**src/rtl/btn_pkg.sv**
```systemverilog
// -----------------------------------------------------------------------------
// btn_pkg
// Shared definitions for the button conditioner:
//   - btn_state_e : FSM state encoding (IDLE=0, PRESSED=1, HELD=2)
//   - *_DEF       : default parameter values for button_conditioner
//   - *_MAX       : largest legal parameter values; counter widths derive
//                   from these so any legal setting fits without overflow
// -----------------------------------------------------------------------------
package btn_pkg;

    typedef enum logic [1:0] {
        IDLE    = 2'd0,
        PRESSED = 2'd1,
        HELD    = 2'd2
    } btn_state_e;

    localparam int unsigned DEBOUNCE_MS_DEF = 20;
    localparam int unsigned LONG_MS_DEF     = 1000;
    localparam int unsigned REPEAT_MS_DEF   = 200;
    localparam bit          ACTIVE_LOW_DEF  = 1'b1;

    localparam int unsigned DEBOUNCE_MS_MAX = 255;
    localparam int unsigned LONG_MS_MAX     = 65535;
    localparam int unsigned REPEAT_MS_MAX   = 65535;

    localparam int unsigned DB_CNT_W   = $clog2(DEBOUNCE_MS_MAX + 1);
    localparam int unsigned HOLD_CNT_W = $clog2(LONG_MS_MAX + 1);
    localparam int unsigned REP_CNT_W  = $clog2(REPEAT_MS_MAX + 1);

endpackage

```
**src/rtl/btn_sync.sv**
```systemverilog
// -----------------------------------------------------------------------------
// btn_sync
// Two-flop synchronizer bringing the asynchronous button pin into the
// i_clk domain.
//   i_clk   : destination clock
//   i_rst   : synchronous active-high reset, loads RESET_VAL into both flops
//   i_async : asynchronous input
//   o_sync  : synchronized output (two i_clk cycles of latency)
// RESET_VAL is the pin level of a released button, so reset never looks
// like a press to the logic downstream.
// -----------------------------------------------------------------------------
module btn_sync #(
    parameter logic RESET_VAL = 1'b0
) (
    input  logic i_clk,
    input  logic i_rst,
    input  logic i_async,
    output logic o_sync
);

    logic r_meta;
    logic r_sync;

    // NOTE: clocked state uses non-blocking (<=) so every flop samples the
    // pre-edge values; blocking here would collapse the two stages into one.
    always_ff @(posedge i_clk) begin
        if (i_rst) begin
            r_meta <= RESET_VAL;
            r_sync <= RESET_VAL;
        end else begin
            r_meta <= i_async;
            r_sync <= r_meta;
        end
    end

    assign o_sync = r_sync;

endmodule

```
**src/rtl/button_conditioner.sv**
```systemverilog
// -----------------------------------------------------------------------------
// button_conditioner
// Synchronizes, debounces and interprets a mechanical push button.
//   MASTER_CLK : sole clock; all state changes on its rising edge
//   RST        : synchronous active-high reset (everything to "released")
//   tick_ms    : one-cycle enable, once per ms
//   btn_raw    : asynchronous raw button pin
//   btn_level  : debounced level, 1 = pressed
//   press      : one-cycle pulse in the cycle btn_level rises
//   release_p  : one-cycle pulse in the cycle btn_level falls
//                ("release" is a reserved word, hence the _p suffix)
//   long_press : one-cycle pulse when the hold reaches LONG_MS ticks
//   repeat_p   : one-cycle auto-repeat pulse every REPEAT_MS ticks in HELD
// Optional feature: define BUTTON_AUTO_REPEAT_EN to enable auto-repeat;
// without it repeat_p is tied low and HELD lasts until release.
// -----------------------------------------------------------------------------
module button_conditioner
    import btn_pkg::*;
#(
    parameter int unsigned DEBOUNCE_MS = DEBOUNCE_MS_DEF,
    parameter int unsigned LONG_MS     = LONG_MS_DEF,
    parameter int unsigned REPEAT_MS   = REPEAT_MS_DEF,
    parameter bit          ACTIVE_LOW  = ACTIVE_LOW_DEF
) (
    input  logic MASTER_CLK,
    input  logic RST,
    input  logic tick_ms,
    input  logic btn_raw,
    output logic btn_level,
    output logic press,
    output logic release_p,
    output logic long_press,
    output logic repeat_p
);

    // Terminal counts: the event fires on the tick that would take the
    // counter to the full period, so the output lands one cycle after it.
    localparam logic [DB_CNT_W-1:0]   DB_LAST   = DB_CNT_W'(DEBOUNCE_MS - 1);
    localparam logic [HOLD_CNT_W-1:0] HOLD_LAST = HOLD_CNT_W'(LONG_MS - 1);
    localparam logic [REP_CNT_W-1:0]  REP_LAST  = REP_CNT_W'(REPEAT_MS - 1);

    // ---------------------------------------------------------------- sync
    logic w_sync_raw;
    logic w_sync_level;

    btn_sync #(
        .RESET_VAL (ACTIVE_LOW)
    ) u_sync (
        .i_clk   (MASTER_CLK),
        .i_rst   (RST),
        .i_async (btn_raw),
        .o_sync  (w_sync_raw)
    );

    assign w_sync_level = ACTIVE_LOW ? ~w_sync_raw : w_sync_raw;

    // ------------------------------------------------------------ debounce
    logic [DB_CNT_W-1:0] r_db_cnt;
    logic                r_level;
    logic                w_db_done;
    logic                w_rise;
    logic                w_fall;

    // Level change accepted on this edge.
    assign w_db_done = (w_sync_level != r_level) && tick_ms && (r_db_cnt == DB_LAST);
    assign w_rise    = w_db_done && !r_level;
    assign w_fall    = w_db_done &&  r_level;

    always_ff @(posedge MASTER_CLK) begin
        if (RST) begin
            r_db_cnt <= '0;
            r_level  <= 1'b0;
        end else if (w_sync_level == r_level) begin
            // Agreement (including the end of a glitch) restarts the count.
            r_db_cnt <= '0;
        end else if (tick_ms) begin
            if (r_db_cnt == DB_LAST) begin
                r_level  <= ~r_level;
                r_db_cnt <= '0;
            end else begin
                r_db_cnt <= r_db_cnt + DB_CNT_W'(1);
            end
        end
    end

    // ----------------------------------------------------------------- FSM
    btn_state_e            r_state, w_state_nxt;
    logic [HOLD_CNT_W-1:0] r_hold_cnt, w_hold_nxt;
    logic                  r_press, w_press_nxt;
    logic                  r_release, w_release_nxt;
    logic                  r_long, w_long_nxt;
    logic                  r_repeat, w_repeat_nxt;
`ifdef BUTTON_AUTO_REPEAT_EN
    logic [REP_CNT_W-1:0]  r_rep_cnt, w_rep_nxt;
`else
    logic                  w_unused_rep_cfg;
    assign w_unused_rep_cfg = ^REP_LAST;
`endif

    // NOTE: every signal written here gets a default first, so no path can
    // leave one unassigned and infer a latch.
    always_comb begin
        w_state_nxt   = r_state;
        w_hold_nxt    = r_hold_cnt;
        w_press_nxt   = 1'b0;
        w_release_nxt = 1'b0;
        w_long_nxt    = 1'b0;
        w_repeat_nxt  = 1'b0;
`ifdef BUTTON_AUTO_REPEAT_EN
        w_rep_nxt     = r_rep_cnt;
`endif
        unique case (r_state)
            IDLE: begin
                if (w_rise) begin
                    w_state_nxt = PRESSED;
                    w_press_nxt = 1'b1;
                    w_hold_nxt  = '0;
                end
            end
            PRESSED: begin
                // Release is tested first so it wins over a coinciding long_press.
                if (w_fall) begin
                    w_state_nxt   = IDLE;
                    w_release_nxt = 1'b1;
                end else if (tick_ms) begin
                    if (r_hold_cnt == HOLD_LAST) begin
                        w_state_nxt = HELD;
                        w_long_nxt  = 1'b1;
`ifdef BUTTON_AUTO_REPEAT_EN
                        w_rep_nxt   = '0;
`endif
                    end else begin
                        w_hold_nxt = r_hold_cnt + HOLD_CNT_W'(1);
                    end
                end
            end
            HELD: begin
                if (w_fall) begin
                    w_state_nxt   = IDLE;
                    w_release_nxt = 1'b1;
`ifdef BUTTON_AUTO_REPEAT_EN
                end else if (tick_ms) begin
                    if (r_rep_cnt == REP_LAST) begin
                        w_repeat_nxt = 1'b1;
                        w_rep_nxt    = '0;
                    end else begin
                        w_rep_nxt = r_rep_cnt + REP_CNT_W'(1);
                    end
`endif
                end
            end
            default: w_state_nxt = IDLE;
        endcase
    end

    always_ff @(posedge MASTER_CLK) begin
        if (RST) begin
            r_state    <= IDLE;
            r_hold_cnt <= '0;
            r_press    <= 1'b0;
            r_release  <= 1'b0;
            r_long     <= 1'b0;
            r_repeat   <= 1'b0;
`ifdef BUTTON_AUTO_REPEAT_EN
            r_rep_cnt  <= '0;
`endif
        end else begin
            r_state    <= w_state_nxt;
            r_hold_cnt <= w_hold_nxt;
            r_press    <= w_press_nxt;
            r_release  <= w_release_nxt;
            r_long     <= w_long_nxt;
            r_repeat   <= w_repeat_nxt;
`ifdef BUTTON_AUTO_REPEAT_EN
            r_rep_cnt  <= w_rep_nxt;
`endif
        end
    end

    assign btn_level  = r_level;
    assign press      = r_press;
    assign release_p  = r_release;
    assign long_press = r_long;
    assign repeat_p   = r_repeat;

endmodule
```
**config.mk**
```make
export PLATFORM = sky130hd
export DESIGN_NAME = button_conditioner
export DESIGN_NICKNAME = d
export VERILOG_FILES = /design/src/rtl/btn_pkg.sv /design/src/rtl/btn_sync.sv /design/src/rtl/button_conditioner.sv
export SDC_FILE = /design/constraint.sdc
export NUM_CORES = 1
export LEC_CHECK = 0
export CORE_MARGIN = 2
export CORE_UTILIZATION = 53
export DETAILED_ROUTE_END_ITERATION = 8
export PLACE_DENSITY_LB_ADDON = 0.05
export REMOVE_ABC_BUFFERS = 1
export SLEW_MARGIN = 20
export SYNTH_ARGS = -nofsm -noshare
export SYNTH_HDL_FRONTEND = slang
export SYNTH_SLANG_ARGS = --single-unit
export TNS_END_PERCENT = 20
```
**constraint.sdc**
```tcl
create_clock -name MASTER_CLK -period 2 [get_ports MASTER_CLK]
set_input_delay 0.4 -clock MASTER_CLK [delete_from_list [all_inputs] [get_ports MASTER_CLK]]
set_output_delay 0.4 -clock MASTER_CLK [all_outputs]
set_load 0.05 [all_outputs]
```
* Word level (Yosys, flattened, before mapping)
Index checks and enable logic that the tools add are counted.
** Word-level totals
- Flip-flop bits (word level) :: 32
- Bits in latches :: 0
- RAM bits :: 0
- ROM bits :: 0
- Input port bits :: 4
- Output and inout port bits :: 5
- Logic and storage cells :: 61
- Memories :: 0
** Operators by class
- $add $sub $neg :: 2
- $mul :: 0
- Divide/modulo/power cells :: 0
- Magnitude comparators :: 0
- Equality and inequality tests :: 13
- Shifts and indexed selects :: 0
- Muxes and demuxes :: 15
- Bitwise operators :: 7
- Reductions and logical operators :: 15
** Operators by type and width (number)
- 16-bit 2-to-1 mux :: 4
- 16-bit case mux with 2 select lines :: 1
- 16-bit by 1-bit adder with 16-bit output (second input constant) :: 1
- 16-bit by 10-bit equality test with 1-bit output (second input constant) :: 1
- 2-bit 2-to-1 mux :: 5
- 2-bit inequality test (second input constant) :: 5
- 8-bit by 1-bit adder with 8-bit output (second input constant) :: 1
- 8-bit by 5-bit equality test with 1-bit output (second input constant) :: 1
- 8-bit 2-to-1 mux :: 1
- 2-bit OR reduction :: 4
- 1-bit inverter :: 7
- 3-bit inequality test (second input constant) :: 2
- 2-bit case mux with 3 select lines :: 1
- 5-bit AND reduction :: 1
- 1-bit logical AND :: 4
- 4-bit AND reduction :: 1
- 4-bit OR reduction :: 1
- 1-bit 2-to-1 mux :: 3
- 3-bit AND reduction :: 1
- 2-bit by 1-bit equality test with 1-bit output (second input constant) :: 1
- 2-bit equality test (second input constant) :: 1
- 2-bit logical NOT :: 1
- 2-bit nonzero test :: 1
- 1-bit equality test :: 1
- 2 further kinds :: 2

* Longest topological paths before layout
- Depth in word-level cells :: 7
- Gate-level depth with buffers :: 8
- Gate-level depth less buffers :: 7

* Modules after synthesis
From an unflattened synthesis, not the netlist that was laid out.
** Unflattened totals
- Cells, all modules :: 196
- Area total of the unflattened synthesis :: 1717.9 sq um
** Modules (own cells, without submodules)
- button_conditioner :: times used 1, cells each 192, area each 1665.3 sq um, seq. area each 600.6 sq um
- btn_sync :: times used 1, cells each 4, area each 52.6 sq um, seq. area each 40.0 sq um

* Least setup slack after synthesis
No wires, ideal clock.
- Kind :: reg2reg
- From :: register r_hold_cnt[0]
- To :: register r_hold_cnt[11]
- Setup time :: 117 ps
- Arrival time :: 1994 ps
- Data required time :: 1883 ps
- Path slack :: -111 ps
- Stages on the path, launching flop included :: 8
- Path buffers :: 1
- Clock period less this slack :: 2111 ps
- Cell sequence :: dfxtp_1 -> ha_1 -> or4b_1 -> nor4_4 -> o31a_2 -> buf_6 -> nor2_1 -> a32o_1
** On the way
- Longest elaborated chain between the ends :: 5
- Elaborated cells between the ends (all ways) :: 8
- Those cells by class :: 1 x add/sub; 2 x eq/ne; 4 x mux; 1 x reduce/logical
** Ends and longest elaborated chain
- from (decl) :: line button_conditioner.sv:88 : logic [HOLD_CNT_W-1:0] r_hold_cnt, w_hold_nxt;
- from (signal assigned) :: line button_conditioner.sv:169 : r_hold_cnt <= w_hold_nxt;
- 16-bit by 1-bit adder with 16-bit output :: line button_conditioner.sv:133 : w_hold_nxt = r_hold_cnt + HOLD_CNT_W'(1);
- 16-bit 2-to-1 mux :: line button_conditioner.sv:126 : if (r_hold_cnt == HOLD_LAST) begin
- 16-bit 2-to-1 mux :: line button_conditioner.sv:125 : end else if (tick_ms) begin
- 16-bit 2-to-1 mux :: line button_conditioner.sv:122 : if (w_fall) begin
- 16-bit case mux with 2 select lines :: line button_conditioner.sv:112 : unique case (r_state)
Several ways; a longest one is shown, not always the timed one. The select of a mux whose other input is x is not followed.
A chain may end at the register's enable or synchronous reset.

* Worst setup path after layout
- From :: register r_db_cnt[2]
- To :: register r_hold_cnt[11]
** On the way
- Longest elaborated chain between the ends :: 5
- Elaborated cells between the ends (all ways) :: 7
- Those cells by class :: 3 x eq/ne; 4 x reduce/logical
** Ends and longest elaborated chain
- from (decl) :: line button_conditioner.sv:58 : logic [DB_CNT_W-1:0] r_db_cnt;
- from (signal assigned) :: line button_conditioner.sv:81 : r_db_cnt <= r_db_cnt + DB_CNT_W'(1);
- 8-bit by 5-bit equality test with 1-bit output * :: line button_conditioner.sv:65 : assign w_db_done = (w_sync_level != r_level) && tick_ms && (r_db_cnt == DB_LAST);
- 1-bit logical AND * :: line button_conditioner.sv:65
- 1-bit logical AND (on tied branches) :: line button_conditioner.sv:67, button_conditioner.sv:66
- 2-bit inequality test (no line)
- 5-bit AND reduction (no line) *
Mark *: on every way between the ends. The rest lies on a longest branch, timed or not.

==> results.sh <==
export IMPL_outcome="finished, violations left"
export IMPL_violations="negative setup slack"
export IMPL_synthTopCellsByArea="dfxtp_1, nand3_1, nand2_1"
export IMPL_start_util_pct=55.6
export IMPL_fp_dieH_um=60.6
export IMPL_cp_max_fo=8
export IMPL_dieArea_um2=3670
export IMPL_drive_gt1_share_pct=34.0
export IMPL_n_antenna_cell=0
export IMPL_overflow=0
export IMPL_htreeDepth=2
export IMPL_die_w_um=60.6
export IMPL_ioPinCount=9
export IMPL_drc=0
export IMPL_cts_sinks=32
export IMPL_period_minus_slack_ns=2.14
export IMPL_netSwitchingPower_mw=0.731
export IMPL_p_int_mw=1.16
export IMPL_report_final_slew_viol_count=0
export IMPL_fin_cells=279
export IMPL_path_clk_slew_ns=0.10
export IMPL_drt_pass1_iterations=4
export IMPL_coreArea_um2=3050
export IMPL_leakagePower_nw=0.858
export IMPL_ant_nets=0
export IMPL_nets=244
export IMPL_finalCritPeriodShare_pct=107
export IMPL_cts_root_buf="clkbuf_4"
export IMPL_post_synth_top_area_cell="dfxtp_1"
export IMPL_gpl_final_weighted_congestion=0.879
export IMPL_cts_buffers=5
export IMPL_synth_edff_count=0
export IMPL_peakVddDrop_mv=0.530
export IMPL_fin_skew_ns=0.0126
export IMPL_routed_wl_mm=4.62
export IMPL_grt_usage_pct=27.2
export IMPL_max_freq_mhz=467
export IMPL_ys_seq_elements=32
export IMPL_io_buffer_count=7
export IMPL_tightest_slew_ns=0.623
export IMPL_layout_setup_ws_ns=-0.140
export IMPL_min_delay_start="u_sync.r_meta"
export IMPL_dp_cells=269
export IMPL_hpwlAfterDp_mm=3.12
export IMPL_r2r_start="r_db_cnt[2]"
export IMPL_combPwrFrac_pct=42.8
export IMPL_power_frac_seq_pct=34.9
export IMPL_register_area_um2=644
export IMPL_nFillCells=249
export IMPL_clockBufferDepth=2
export IMPL_grt_pass1_vias=1585
export IMPL_synthTopCellsByCount="dfxtp_1, nand2_1, nor2_1, nand3_1, a21oi_1"
export IMPL_multi_input_area_um2=1090
export IMPL_power_density_nw_per_um2=832
export IMPL_grt_first_pass_wirelength_mm=7.29
export IMPL_clock_power_share_pct=22.4
export IMPL_rsz0062_at_grt="yes"
export IMPL_ys_types=48
export IMPL_synth_warnings=0
export IMPL_syn_mean_instance_area_um2=9.03
export IMPL_hold_viol=0
export IMPL_yosysSeqAreaShare_pct=37.7
export IMPL_drv_cap=0
export IMPL_finalSetupViolations=18
export IMPL_end_kind="flop"
export IMPL_wl_per_cell_um=16.5
export IMPL_syn_instance_count=188
export IMPL_post_route_util_pct=74.2
export IMPL_num_vias=1661
export IMPL_cts_tree="built"
export IMPL_area_delta_synth_final_pct=33.5
export IMPL_rows=20
export IMPL_drt_iter0_drc=91
export IMPL_cp_startpoint="r_db_cnt[2]"
export IMPL_cp_required_ns=2.25
export IMPL_swShare_pct=38.7
export IMPL_arrival_ns=2.39
export IMPL_avgViaCountPerCell=5.95
export IMPL_relSlewSlack_pct=58.1
export IMPL_crit_path_start_kind="flop"
export IMPL_synth_top_area_share_pct=37.7
export IMPL_yosysMostFrequentCell="dfxtp_1"
export IMPL_grt_max_degree=16
export IMPL_hold_buffers=0
export IMPL_antenna_found_initial=0
export IMPL_syn_area_um2=1700
export IMPL_ys_flop_type="dfxtp_1"
export IMPL_min_path_type="reg2reg"
export IMPL_critical_path_class="reg2reg"
export IMPL_insertion_delay_ns=0.35
export IMPL_async_reset_ff_share_pct=0
power groups by stage:
stage | combinational [mW] | sequential, mW | clock (mW)
CTS | 0.692 | 0.657 | 0.429
global placement | 0.591 | 0.672 | 0
global route | 0.868 | 0.660 | 0.452
finish | 0.807 | 0.657 | 0.422
detailed placement | 0.610 | 0.672 | 0
floorplan | 0.364 | 0.671 | 0
through the flow:
stage | cell area, µm² | power (mW) | TNS (ns) | setup slack, ns | hold slack [ns]
final | 2270 | 1.89 | -1.23 | -0.140 | 0.417
after global routing | 2270 | 1.98 | -2.31 | -0.179 | 0.428
after global placement | 2070 | 1.26 | -6.49 | -0.478 | 0.393
after CTS | 2200 | 1.78 | -0.259 | -0.0455 | 0.422
after floorplan | 1650 | 1.03 | -0.470 | -0.118 | 0.389
after detailed placement | 2070 | 1.28 | -7.77 | -0.592 | 0.400
flip-flops by register name, indices dropped and copies added (netlist names):
register / flops
btn_level: 1
long_press: 1
press: 1
r_db_cnt: 8
r_hold_cnt: 16
r_state: 2
release_p: 1
u_sync.o_sync: 1
u_sync.r_meta: 1
repair_timing:
action | CTS | global route
setup buffers | 0 | 2
gates resized for setup | 13 | 17
endpoints found under the setup margin | 18 | 18
gates cloned | 1 | 0
pin swaps | 11 | 6
path summary, 6_finish.rpt:
path / to / slack, ns / cells past startpoint
min reg2reg: u_sync.o_sync / 0.42 / 1
max reg2reg: r_hold_cnt[11] / -0.14 / 6
max: r_hold_cnt[11] / -0.14 / 6
min: u_sync.o_sync / 0.42 / 1
cell usage in the layout, fill, tap and decap left out, types with 3 or more instances in the layout:
master           instances
dfxtp_1                 29
nand2_1                 17
xnor2_1                  3
and3_1                   4
nand3_1                 14
clkdlybuf4s50_1          6
buf_4                   39
xor2_1                   5
dfxtp_2                  3
a21oi_1                  6
nor2_1                  16
mux2i_1                  3
inv_1                    6
nand4_1                  5
or2_2                    4
o311ai_1                 5
a31oi_1                  3
clkbuf_4                 5
ha_1                     5
o22ai_1                  3
per-layer routing:
| layer | up-vias | share of wire (%) | track usage (%) |
|---|---|---|---|
| li1 | 799 | - | - |
| met1 | 795 | 46 | 36.9 |
| met2 | 58 | 47 | 41.8 |
| met3 | 9 | 5.2 | 5.76 |
| met4 | 0 | 1.8 | 11.8 |
| met5 | - | 0 | 0 |
cells by family after synthesis:
kind of cell / after synthesis / share of synthesized area [%]
simple gates: 83 / 26.8
flops: 32 / 37.7
fa+ha+maj: 5 / 3.68
mux: 3 / 1.77
other cells: 1 / 0.221
compound gates: 42 / 21.4
xor+xnor: 8 / 4.13
buf+inv: 14 / 4.27
critical path, stage by stage, from the launching register on:
cell and delay, ns:
dfxtp_2 0.33, or4_4 0.57, o41ai_4 0.34, buf_4 0.20
nand2_8 0.09, a211o_1 0.29, a32o_1 0.21
final cells by class:
cell class,instances,share of cell area (%)
multi-input cells,143,48.3
well taps,44,2.43
clock buffers,7,2.87
inverters,6,0.994
repair buffers,47,17.0
flip-flops and latches,32,28.4
(Power assumes the default switching activity.)
